--- src/rtl/button_debouncer.sv ---
// rtl/button_debouncer.sv - tick-sampled push-button debouncer with press, release and long-press events
module button_debouncer #(
   parameter int STABLE_TICKS = 20,
   parameter int LONG_TICKS   = 1000,
   parameter int ACTIVE_LOW   = 1
) (
   input  logic sys_clk,
   input  logic sys_rst,
   input  logic btn_in,
   input  logic tick_enable,
   output logic btn_level,
   output logic btn_press,
   output logic btn_release,
   output logic btn_long
);

   localparam int STAB_W = $clog2(STABLE_TICKS + 1);
   localparam int HOLD_W = $clog2(LONG_TICKS + 1);

   // Last pending count before a new level is accepted on the next agreeing sample.
   localparam logic [STAB_W-1:0] STAB_LAST = STAB_W'(STABLE_TICKS - 1);
   localparam logic [HOLD_W-1:0] HOLD_MAX  = HOLD_W'(LONG_TICKS);
   localparam logic [HOLD_W-1:0] HOLD_LAST = HOLD_W'(LONG_TICKS - 1);

   // Pin level that means "not pressed".
   localparam logic REL_LVL = (ACTIVE_LOW != 0);

   typedef enum logic [1:0] {
      RELEASED,
      PRESS_PEND,
      PRESSED,
      RELEASE_PEND
   } state_t;

   state_t            state;
   logic [1:0]        sync_q;
   logic [STAB_W-1:0] stab_cnt;
   logic [HOLD_W-1:0] hold_cnt;
   logic              pressed;
   logic              hold_sat;
   logic              long_hit;

   // Normalised sample: 1 means the button is pressed regardless of pin polarity.
   assign pressed  = sync_q[1] ^ REL_LVL;
   // hold_cnt stops at LONG_TICKS so the long-press pulse cannot repeat during one press.
   assign hold_sat = (hold_cnt == HOLD_MAX);
   assign long_hit = (hold_cnt == HOLD_LAST);

   // Two-flop synchronizer for the asynchronous pin; resets to the released level.
   always_ff @(posedge sys_clk) begin
      if (sys_rst) begin
         sync_q <= {2{REL_LVL}};
      end else begin
         sync_q <= {sync_q[0], btn_in};
      end
   end

   // Debounce FSM with registered outputs; advances only on tick strobes.
   always_ff @(posedge sys_clk) begin
      if (sys_rst) begin
         state       <= RELEASED;
         stab_cnt    <= '0;
         hold_cnt    <= '0;
         btn_level   <= 1'b0;
         btn_press   <= 1'b0;
         btn_release <= 1'b0;
         btn_long    <= 1'b0;
      end else begin
         btn_press   <= 1'b0;
         btn_release <= 1'b0;
         btn_long    <= 1'b0;
         if (tick_enable) begin
            case (state)
               RELEASED: begin
                  if (pressed) begin
                     if (STABLE_TICKS == 1) begin
                        state     <= PRESSED;
                        btn_level <= 1'b1;
                        btn_press <= 1'b1;
                     end else begin
                        state    <= PRESS_PEND;
                        stab_cnt <= STAB_W'(1);
                     end
                  end
               end
               PRESS_PEND: begin
                  if (pressed) begin
                     if (stab_cnt == STAB_LAST) begin
                        state     <= PRESSED;
                        stab_cnt  <= '0;
                        btn_level <= 1'b1;
                        btn_press <= 1'b1;
                     end else begin
                        stab_cnt <= stab_cnt + 1'b1;
                     end
                  end else begin
                     state    <= RELEASED;
                     stab_cnt <= '0;
                  end
               end
               PRESSED: begin
                  if (pressed) begin
                     if (!hold_sat) begin
                        hold_cnt <= hold_cnt + 1'b1;
                     end
                     btn_long <= long_hit;
                  end else if (STABLE_TICKS == 1) begin
                     state       <= RELEASED;
                     hold_cnt    <= '0;
                     btn_level   <= 1'b0;
                     btn_release <= 1'b1;
                  end else begin
                     state    <= RELEASE_PEND;
                     stab_cnt <= STAB_W'(1);
                  end
               end
               RELEASE_PEND: begin
                  if (!pressed) begin
                     if (stab_cnt == STAB_LAST) begin
                        state       <= RELEASED;
                        stab_cnt    <= '0;
                        hold_cnt    <= '0;
                        btn_level   <= 1'b0;
                        btn_release <= 1'b1;
                     end else begin
                        stab_cnt <= stab_cnt + 1'b1;
                     end
                  end else begin
                     // A pressed sample ends the pending release; it counts as held time.
                     state    <= PRESSED;
                     stab_cnt <= '0;
                     if (!hold_sat) begin
                        hold_cnt <= hold_cnt + 1'b1;
                     end
                     btn_long <= long_hit;
                  end
               end
               default: begin
                  state    <= RELEASED;
                  stab_cnt <= '0;
                  hold_cnt <= '0;
               end
            endcase
         end
      end
   end

endmodule

--- config.mk ---
export PLATFORM = sky130hd
export DESIGN_NAME = button_debouncer
export DESIGN_NICKNAME = d
export VERILOG_FILES = /design/src/rtl/button_debouncer.sv
export SDC_FILE = /design/constraint.sdc
export NUM_CORES = 1
export LEC_CHECK = 0
export ABC_AREA = 1
export CAP_MARGIN = 40
export CORE_MARGIN = 3
export CORE_UTILIZATION = 57
export DETAILED_ROUTE_END_ITERATION = 6
export GPL_TIMING_DRIVEN = 0
export PLACE_DENSITY = 0.77
export REMOVE_ABC_BUFFERS = 1
export SETUP_SLACK_MARGIN = 0.5
export SYNTH_ARGS = -nofsm -noshare
export SYNTH_HDL_FRONTEND = slang
export SYNTH_SLANG_ARGS = --single-unit
--- constraint.sdc ---
create_clock -name sys_clk -period 1.55 [get_ports sys_clk]
set_input_delay 0.31 -clock sys_clk [delete_from_list [all_inputs] [get_ports sys_clk]]
set_output_delay 0.31 -clock sys_clk [all_outputs]
set_load 0.01 [all_outputs]
### Word-level counts from Yosys, hierarchy flattened

Index checks and enable logic that the tools add are counted.

| cells by class | value |
|---|---|
| add/sub/neg operators | 2 |
| eq/ne operators | 15 |
| mux-type cells | 24 |
| bitwise operators | 5 |
| reductions and logical operators | 11 |

Operators by type and width:

| cell | number |
|---|---|
| $mux 10 | 4 |
| $mux 5 | 5 |
| $eq 10x10->1 const B | 2 |
| $pmux 10 s2 | 1 |
| $pmux 5 s4 | 1 |
| $ne 2x2->1 const B | 7 |
| $mux 2 | 6 |
| $reduce_or 4->1 | 3 |
| $add 10x1->10 const B | 1 |
| $pmux 2 s4 | 1 |
| $ne 3x3->1 const B | 2 |
| $reduce_and 6->1 | 1 |
| $add 5x1->5 const B | 1 |
| $eq 5x5->1 const B | 1 |
| $mux 1 | 5 |
| $not 1->1 | 5 |
| $reduce_and 5->1 | 1 |
| $eq 2x2->1 const B | 2 |
| $reduce_and 4->1 | 1 |
| $reduce_bool 2->1 | 2 |
| $reduce_and 3->1 | 1 |
| $eq 2x1->1 const B | 1 |
| $logic_not 2->1 | 1 |
| $pmux 1 s2 | 1 |
| $reduce_or 2->1 | 1 |

| word-level totals | value |
|---|---|
| register bits after elaboration | 23 |
| bits of input ports | 4 |
| output and inout port bits | 4 |

### Logic depth before layout (Yosys ltp)

Gate-level depths: netlist of run 1.

| depth | value |
|---|---|
| depth after elaboration | 4 |
| depth in mapped cells | 11 |
| depth with buffers taken out | 11 |

### Worst setup path after synthesis of run 1

Ideal clock, no wire load.

| path | value |
|---|---|
| path kind | reg-to-reg |
| from | reg stab_cnt[0] |
| to | reg hold_cnt[5] |
| arrival time | 1.208 ns |
| slack | 0.233 ns |
| stages on the path, launching flop included | 12 |
| period minus slack after synthesis | 1.317 ns |
| path through | dfxtp_1 > ha_1 > nand2_1 > clkinv_1 > nand2_1 > nand2_2 > nand2_4 > inv_8 > nand3_1 > nand2_1 > inv_1 > nor2_1 |

| on the way | value |
|---|---|
| word-level cells in the longest chain between the ends | 3 |

Ends and longest elaborated chain:

| element | line | text |
|---|---|---|
| start, declared | 37 | `logic [STAB_W-1:0] stab_cnt;` |
| start signal, assigned | 94 | `stab_cnt <= stab_cnt + 1'b1;` |
| start signal, assigned | 126 | `stab_cnt <= stab_cnt + 1'b1;` |
| $eq 5x5->1 | 119 | `if (stab_cnt == STAB_LAST) begin` |
| $ne 3x3->1 (no line) | - |  |
| $reduce_and 4->1 (no line) | - |  |
| end signal, assigned | 104 | `hold_cnt <= hold_cnt + 1'b1;` |
| end signal, assigned | 133 | `hold_cnt <= hold_cnt + 1'b1;` |
| end, declared | 38 | `logic [HOLD_W-1:0] hold_cnt;` |

Every way passes these cells.
A chain may end at the register's enable or synchronous reset.

### Worst setup path after layout of run 1

| path | value |
|---|---|
| from | reg stab_cnt[0] |
| to | reg hold_cnt[2] |

Same word-level chain as after synthesis.

==> run_results.csv, run 1 <==
group,metric,value,unit
placed_design,io_buffer_count,7,
worst_hold_path,path_category_of_the_worst_min_delay_check,"reg2reg",
placed_design,post_dp_cell_area,1370,sq um
cts,hold_buffers,0,
cts,cts_htree_levels,1,
floorplan,die_x,53.3,microns
logic_synthesis,yosys_warnings,0,
logic_synthesis,synth_top_cells_by_area,"sky130_fd_sc_hd__dfxtp_1, sky130_fd_sc_hd__nand2_1, sky130_fd_sc_hd__nand3_1",
logic_synthesis,syn_inst,191,
logic_synthesis,synth_seq_area_share,0.361,
route,dr.first_iter.drc_count,63,
logic_synthesis,synthXorXnorAreaFrac,0,
setup_path,crit_path_end_kind,"flip-flop",
floorplan,cell_rows,16,
cells_and_area,final_nets,223,
floorplan,core,2040,sq um
power_and_ir_drop,power.ir.vdd_worst,477,uV
logic_synthesis,asyncSetResetFlopFracSynth,0,
power_and_ir_drop,powerDensity,561,nW/um^2
power_and_ir_drop,comb_power_share,0.095,
logic_synthesis,netlist_area,1280,sq um
route,drc,0,
route,via_per_inst,5.98,
sta,worstMarginPinSlew,0.341,ns
logic_synthesis,ys_seq_elements,23,
route,drt_first_pass_iters,4,
logic_synthesis,synth_ff_type,"sky130_fd_sc_hd__dfxtp_1",
grt,grt_first_pass_wirelength,5710,microns
placed_design,pre_cts_slack,-0.295,ns
sta,worst_slack,0.133,ns
setup_path,critical_path_required,1.80,ns
route,vias,1446,
logic_synthesis,yosys.cell_types.count,28,
logic_synthesis,synth-edff-count,0,
cts,ctsLongestPathBuffers,2,
power_and_ir_drop,share_seq_of_total_power,0.609,
setup_path,timing.critical_path.arrival,1.67,ns
floorplan,initial_core_util,0.625,
sta,achievable-frequency,706,MHz
floorplan,boundaryPins,8,
route,route.detailed.wl_per_inst,17.0,microns
placed_design,gp_congestion,0.847,
sta,grt_setup_unrepaired,"yes",
cts,clock_tree_from_tritoncts,"done",
logic_synthesis,yosys.area.top_type,"sky130_fd_sc_hd__dfxtp_1",
cells_and_area,area_growth_syn_to_layout,38.6,%
power_and_ir_drop,p_sw,0.000266,W
cells_and_area,drive_gt1_frac,0.395,
placed_design,detailed_place_hpwl,1940,microns
power_and_ir_drop,power.clock.fraction,0.296,
cells_and_area,final_design_area_no_fill,1770,sq um
cts,worst_skew_pair_later_pin_latency,0.32,ns
sta,slew_headroom,0.770,
run_status,outcome,"finished clean",
sta,timing.clock.skew,0.00433,ns
grt,antenna_found_initial,0,
cts,number_of_buffers_created_by_cts,3,
sta,final-setup-viol-count,0,
sta,finalHoldViolations,0,
cts,number_of_sinks_on_the_clock_net,23,
power_and_ir_drop,totalPowerFinal,0.000992,W
logic_synthesis,synth_area_per_cell,6.68,sq um
route,final_antenna_net_count,0,
grt,grt_usage,0.273,
sta,slew_viol_final,0,
floorplan,fp.dieH,53.3,microns
sta,final_min_period_over_clock_period,0.914,
grt,grt_start_max_net_pins,16,
flow_run,drv_cap,0,
power_and_ir_drop,leakage,0.709,nW
setup_path,timing.critical_path.fanout_max,10,
logic_synthesis,netlist.area_leader.share,0.361,
cts,clk_pin_slew_worst_paths,0.13,ns
setup_path,timing_worst_setup_path_type,"reg2reg",
cells_and_area,ant_diodes,0,
floorplan,die-area,2840,sq um
sta,period_needed,1.42,ns
logic_synthesis,synth-simple-area-share,0.425,
route,detail_route.wirelength,4110,microns
power_and_ir_drop,swShare,0.268,
grt,globalRouteOverflowTotal,0,
cells_and_area,layout.filler_cells,116,
logic_synthesis,compound_gate_portion_of_the_synthesized_area,0.0902,
logic_synthesis,synth_top_family_by_area,"simple AND/OR/NAND/NOR gates",
logic_synthesis,post_synth_mux_area_share,0,
power_and_ir_drop,cell_internal_pwr,0.000726,W
logic_synthesis,synth_fa_ha_area_frac,0.0294,
setup_path,setup.worst_path.start_class,"flip-flop",
cts,ctsRootBufferMaster,"sky130_fd_sc_hd__clkbuf_4",
grt,grt_pass1_vias,1241,
logic make-up (layout without fill, tap and decap cells):
logic type | after synthesis | in the layout
compound gates | 19 | 19
fa+ha+maj | 3 | 3
buf+inv | 29 | 52
flops | 23 | 23
simple gates | 117 | 118
metrics by stage:
| stage | utilization | instances | TNS (ns) | hold WS, ns |
|---|---|---|---|---|
| 3_3_place_gp | 0.670 | 223 | -2.56 | 0.392 |
| 2_1_floorplan | - | 189 | 0 | 0.379 |
| 3_5_place_dp | 0.670 | 223 | -2.69 | 0.403 |
| 6_report | 0.866 | 242 | 0 | 0.430 |
| 4_1_cts | 0.795 | 237 | 0 | 0.434 |
| 5_1_grt | 0.866 | 242 | 0 | 0.460 |
timing repair:
| action | 4_1_cts | 5_1_grt |
|---|---|---|
| endpoints found under the setup margin | 27 | 25 |
| buffers inserted | 9 | 5 |
| cloned | 1 | 0 |
| pin swaps | 13 | 14 |
| gates resized for setup | 62 | 30 |
state kept, by name (all words and copies together) (netlist names), named ones only:
| name | count |
|---|---|
| state | 1 |
| btn_press | 1 |
| sync_q | 2 |
| stab_cnt | 5 |
| btn_level | 1 |
| btn_long | 1 |
| hold_cnt | 10 |
| btn_release | 1 |
placed cells by master (no fill, tap or decap), types with 2 or more instances in the layout:
master / instances
sky130_fd_sc_hd__a31o_2: 2
sky130_fd_sc_hd__nand3_1: 10
sky130_fd_sc_hd__nand4_1: 7
sky130_fd_sc_hd__a21oi_1: 7
sky130_fd_sc_hd__ha_4: 2
sky130_fd_sc_hd__inv_2: 4
sky130_fd_sc_hd__clkbuf_4: 3
sky130_fd_sc_hd__nand3_2: 10
sky130_fd_sc_hd__dfxtp_4: 5
sky130_fd_sc_hd__nor2_4: 9
sky130_fd_sc_hd__nor2_2: 3
sky130_fd_sc_hd__o21ai_0: 4
sky130_fd_sc_hd__inv_1: 20
sky130_fd_sc_hd__buf_4: 13
sky130_fd_sc_hd__nor2_1: 15
sky130_fd_sc_hd__a21oi_2: 2
sky130_fd_sc_hd__nand2_4: 5
sky130_fd_sc_hd__nand2_2: 3
sky130_fd_sc_hd__dfxtp_2: 7
sky130_fd_sc_hd__or2_2: 2
sky130_fd_sc_hd__nand2_8: 2
sky130_fd_sc_hd__dfxtp_1: 11
sky130_fd_sc_hd__buf_6: 4
sky130_fd_sc_hd__nand2_1: 46
final cells by class:
type	count	area, sq um	area share
Multi-Input combinational cell	140	925	0.523
Sequential cell	23	488	0.276
Timing Repair Buffer	21	178	0.100
Inverter	27	119	0.0672
Tap cell	27	33.8	0.0191
Clock buffer	4	26.3	0.0149
routing by layer:
layer	wire, microns	vias to the layer above	part of all wire	global-route usage
li1	-	666	-	-
met1	1610	670	0.39	0.343
met2	2030	92	0.49	0.480
met3	356	18	0.087	0.0423
met4	125	0	0.030	0.0681
met5	0	-	0	0
synthesized netlist by cell type (2+ instances only):
master                     count
sky130_fd_sc_hd__nand2_1      51
sky130_fd_sc_hd__dfxtp_1      23
sky130_fd_sc_hd__inv_1        22
sky130_fd_sc_hd__nor2_1       21
sky130_fd_sc_hd__nand3_1      20
sky130_fd_sc_hd__a21oi_1       8
sky130_fd_sc_hd__nand4_1       7
sky130_fd_sc_hd__nor2_2        4
sky130_fd_sc_hd__o21ai_0       4
sky130_fd_sc_hd__ha_1          3
sky130_fd_sc_hd__nand2_2       3
sky130_fd_sc_hd__nor3_1        3
sky130_fd_sc_hd__a21oi_2       2
sky130_fd_sc_hd__a31o_2        2
sky130_fd_sc_hd__clkinv_1      2
sky130_fd_sc_hd__inv_2         2
sky130_fd_sc_hd__nor2_4        2
sky130_fd_sc_hd__or2_2         2
worst paths after layout:
check                      startpoint                  endpoint  slack (ns)  depth (start not counted)
min              sync_q[0]$_SDFF_PP1_      sync_q[1]$_SDFF_PP1_        0.43                          1
min reg2reg      sync_q[0]$_SDFF_PP1_      sync_q[1]$_SDFF_PP1_        0.43                          1
max reg2reg  stab_cnt[0]$_SDFFE_PP0P_  hold_cnt[2]$_SDFFE_PP0P_        0.13                         11
max          stab_cnt[0]$_SDFFE_PP0P_  hold_cnt[2]$_SDFFE_PP0P_        0.13                         11
power by group through the flow:
stage	sequential, W	clock [W]	combinational [W]
3_3_place_gp	0.000622	0	0.0000584
4_1_cts	0.000607	0.000288	0.0000720
6_report	0.000604	0.000294	0.0000939
3_5_place_dp	0.000622	0	0.0000604
5_1_grt	0.000605	0.000320	0.000101
2_1_floorplan	0.000620	0	0.0000381
critical path, stage by stage (launching register included):
cell and delay, ns:
sky130_fd_sc_hd__dfxtp_2 0.39, sky130_fd_sc_hd__ha_4 0.16, sky130_fd_sc_hd__nand2_4 0.05, sky130_fd_sc_hd__clkinv_4 0.06
sky130_fd_sc_hd__nand2_4 0.06, sky130_fd_sc_hd__nand2_4 0.10, sky130_fd_sc_hd__nand2_8 0.09, sky130_fd_sc_hd__clkinv_8 0.09
sky130_fd_sc_hd__nand3_2 0.06, sky130_fd_sc_hd__nand2_1 0.07, sky130_fd_sc_hd__clkinv_1 0.09, sky130_fd_sc_hd__nor2_1 0.14
No activity file was read; power rests on OpenSTA's default activity.
==> inputs of run 2 (changes only) <==
--- a/config.mk
+++ b/config.mk
@@ -8,12 +8,14 @@
 export ABC_AREA = 1
 export CAP_MARGIN = 40
 export CORE_MARGIN = 3
-export CORE_UTILIZATION = 57
+export CORE_UTILIZATION = 58
+export CTS_BUF_LIST = sky130_fd_sc_hd__clkbuf_4 sky130_fd_sc_hd__clkbuf_8
 export DETAILED_ROUTE_END_ITERATION = 6
 export GPL_TIMING_DRIVEN = 0
-export PLACE_DENSITY = 0.77
+export PLACE_DENSITY = 0.78
 export REMOVE_ABC_BUFFERS = 1
 export SETUP_SLACK_MARGIN = 0.5
+export SLEW_MARGIN = 40
 export SYNTH_ARGS = -nofsm -noshare
 export SYNTH_HDL_FRONTEND = slang
 export SYNTH_SLANG_ARGS = --single-unit
==> run 2 against run 1 <==
  * Clock skew up 0.0022 ns
  * Maximum frequency up 5.9%
  * Hold slack worse by 0.0077 ns
  * Sequential cell count unchanged
  * Utilization down 2.7 points
  * Sequential power about the same
  * Critical path depth down 2
  * Sequential share of layout area up 1.3 points
  * First-iteration DRC count down 11%
==> run_results.csv, run 2 (synthesized netlist as in run 1, its figures left out) <==
group,metric,value,unit
worst_hold_path,holdCritStartpoint,"sync_q[0]$_SDFF_PP1_",
setup_path,setup.worst_path.start,"stab_cnt[0]$_SDFFE_PP0P_",
grt,grt_first_pass_wirelength,5270,microns
cts,clk_pin_slew_worst_paths,0.12,ns
sta,period_needed,1.34,ns
cells_and_area,top_regs,"hold_cnt (10), stab_cnt (5), sync_q (2)",
cells_and_area,drive_gt1_frac,0.395,
setup_path,critical_path_required,1.79,ns
run_status,outcome,"finished clean",
sta,slew_viol_final,0,
grt,grt_usage,0.250,
cells_and_area,final_nets,218,
floorplan,boundaryPins,8,
cells_and_area,multiInputGateArea,892,sq um
setup_path,crit_path_end_kind,"flip-flop",
cells_and_area,ant_diodes,0,
setup_path,timing_worst_setup_path_type,"reg2reg",
grt,globalRouteOverflowTotal,0,
cells_and_area,final-seq-area,490,sq um
sta,final-setup-viol-count,0,
cts,clock_tree_from_tritoncts,"done",
route,dr.first_iter.drc_count,56,
sta,hold_ws,0.422,ns
setup_path,timing.critical_path.fanout_max,5,
sta,timing.clock.skew,0.00653,ns
worst_hold_path,path_category_of_the_worst_min_delay_check,"reg2reg",
cts,number_of_buffers_created_by_cts,3,
cells_and_area,layout.filler_cells,121,
floorplan,fp.dieH,52.9,microns
cells_and_area,largest_register_ff_count,10,
cts,worst_skew_pair_later_pin_latency,0.31,ns
setup_path,setup.worst_path.start_class,"flip-flop",
sta,slew_headroom,0.780,
floorplan,core,2020,sq um
cts,hold_buffers,0,
setup_path,rr_worst_depth,9,
route,detail_route.wirelength,3360,microns
floorplan,cell_rows,16,
setup_path,regToRegSetupSlack,0.21,ns
floorplan,die-area,2800,sq um
sta,grt_setup_unrepaired,"yes",
sta,finalHoldViolations,0,
sta,achievable-frequency,748,MHz
cells_and_area,final_design_area_no_fill,1700,sq um
sta,worst_slack,0.212,ns
cells_and_area,final_cell_mix,"sky130_fd_sc_hd__nand2_1, sky130_fd_sc_hd__inv_1, sky130_fd_sc_hd__nor2_1, sky130_fd_sc_hd__nand3_1",
grt,grt_pass1_vias,1198,
cts,number_of_sinks_on_the_clock_net,23,
cts,cts_htree_levels,1,
placed_design,pre_cts_slack,-0.310,ns
route,final_antenna_net_count,0,
setup_path,worst_r2r_startpoint,"stab_cnt[0]$_SDFFE_PP0P_",
cells_and_area,layout.cells.most_common,"sky130_fd_sc_hd__nand2_1",
setup_path,timing.critical_path.arrival,1.58,ns
power_and_ir_drop,power.ir.vdd_worst,700,uV
cts,ctsLongestPathBuffers,2,
sta,final_min_period_over_clock_period,0.863,
floorplan,die_x,52.9,microns
cts,ctsRootBufferMaster,"sky130_fd_sc_hd__clkbuf_4",
cells_and_area,max_flop_register,"hold_cnt",
placed_design,detailed_place_hpwl,1870,microns
worst_hold_path,hold_depth,1,
placed_design,post_dp_cell_area,1370,sq um
setup_path,reg2reg_to,"hold_cnt[1]$_SDFFE_PP0P_",
sta,worstMarginPinSlew,0.330,ns
grt,antenna_found_initial,0,
flow_run,drv_cap,0,
placed_design,io_buffer_count,7,
route,vias,1359,
sta,finalSetupTns,0,ns
power_and_ir_drop,leakage,0.697,nW
cells_and_area,area_growth_syn_to_layout,32.9,%
route,drc,0,
cells_and_area,final_core_utilization,0.839,
route,via_per_inst,5.73,
floorplan,initial_core_util,0.631,
worst_hold_path,timing.hold.worst_endpoint,"sync_q[1]$_SDFF_PP1_",
grt,grt_start_max_net_pins,16,
route,route.detailed.wl_per_inst,14.2,microns
placed_design,gp_congestion,0.846,
route,drt_first_pass_iters,4,
power_and_ir_drop,powerDensity,578,nW/um^2
==> run 2: changes by cell type in the layout (fill, tap and decap cells not counted), moves of 3 or more <==
cell | previous run | this run
sky130_fd_sc_hd__nand3_1 | 10 | 15
sky130_fd_sc_hd__nand2_1 | 46 | 43
sky130_fd_sc_hd__buf_4 | 13 | 8
sky130_fd_sc_hd__nand3_2 | 10 | 6
==> run 2: report_power, final <==
| group | switching [W] | internal (W) | leakage [nW] |
|---|---|---|---|
| clock network | 0.000174 | 0.000118 | 0.0184 |
| logic | 0.0000550 | 0.0000296 | 0.485 |
| registers | 0.0000108 | 0.000593 | 0.194 |
| total | 0.000240 | 0.000740 | 0.697 |
==> run 2: worst max-delay path: stages, from the launching register on <==
cell                       delay (ns)
sky130_fd_sc_hd__dfxtp_2         0.38
sky130_fd_sc_hd__ha_4            0.16
sky130_fd_sc_hd__nand2_4         0.06
sky130_fd_sc_hd__clkinv_4        0.06
sky130_fd_sc_hd__nand2_4         0.05
sky130_fd_sc_hd__nand2_4         0.10
sky130_fd_sc_hd__nand2_8         0.10
sky130_fd_sc_hd__nor2_4          0.15
sky130_fd_sc_hd__nand2_1         0.08
sky130_fd_sc_hd__a21oi_1         0.14
==> run 2: worst max-delay path by stage <==
stage / slack, ns / end / cells past startpoint
2_1_floorplan: 0.23 / hold_cnt[5]$_SDFFE_PP0P_ / 11
3_3_place_gp: -0.30 / hold_cnt[6]$_SDFFE_PP0P_ / 6
3_5_place_dp: -0.31 / hold_cnt[5]$_SDFFE_PP0P_ / 6
4_1_cts: 0.21 / hold_cnt[9]$_SDFFE_PP0P_ / 9
5_1_grt: 0.14 / hold_cnt[1]$_SDFFE_PP0P_ / 9
6_report: 0.21 / hold_cnt[1]$_SDFFE_PP0P_ / 9
==> run 2: metal layers <==
metal | vias to the layer above | global-route usage | part of all wire
li1 | 658 | - | -
met1 | 632 | 0.337 | 0.45
met4 | 0 | 0.0596 | 0.018
met3 | 10 | 0.0310 | 0.061
met2 | 59 | 0.421 | 0.47
met5 | - | 0 | 0
==> run 2: area by class of cell <==
| type | count | area share |
|---|---|---|
| Multi-Input combinational cell | 140 | 0.526 |
| Sequential cell | 23 | 0.289 |
| Timing Repair Buffer | 15 | 0.0723 |
| Inverter | 27 | 0.0715 |
| Tap cell | 27 | 0.0199 |
| Clock buffer | 4 | 0.0177 |
| Timing Repair inverter | 1 | 0.00369 |
==> run 2: through the flow <==
step	total power, W	cells
2_1_floorplan	0.000658	189
3_3_place_gp	0.000680	223
3_5_place_dp	0.000682	223
4_1_cts	0.000979	233
5_1_grt	0.00102	237
6_report	0.000980	237
==> run 2: timing repair <==
item,4_1_cts,5_1_grt
pin swaps,19,23
gates cloned,2,0
endpoints found under the setup margin,27,25
gates resized for setup,63,30
setup buffers,4,4
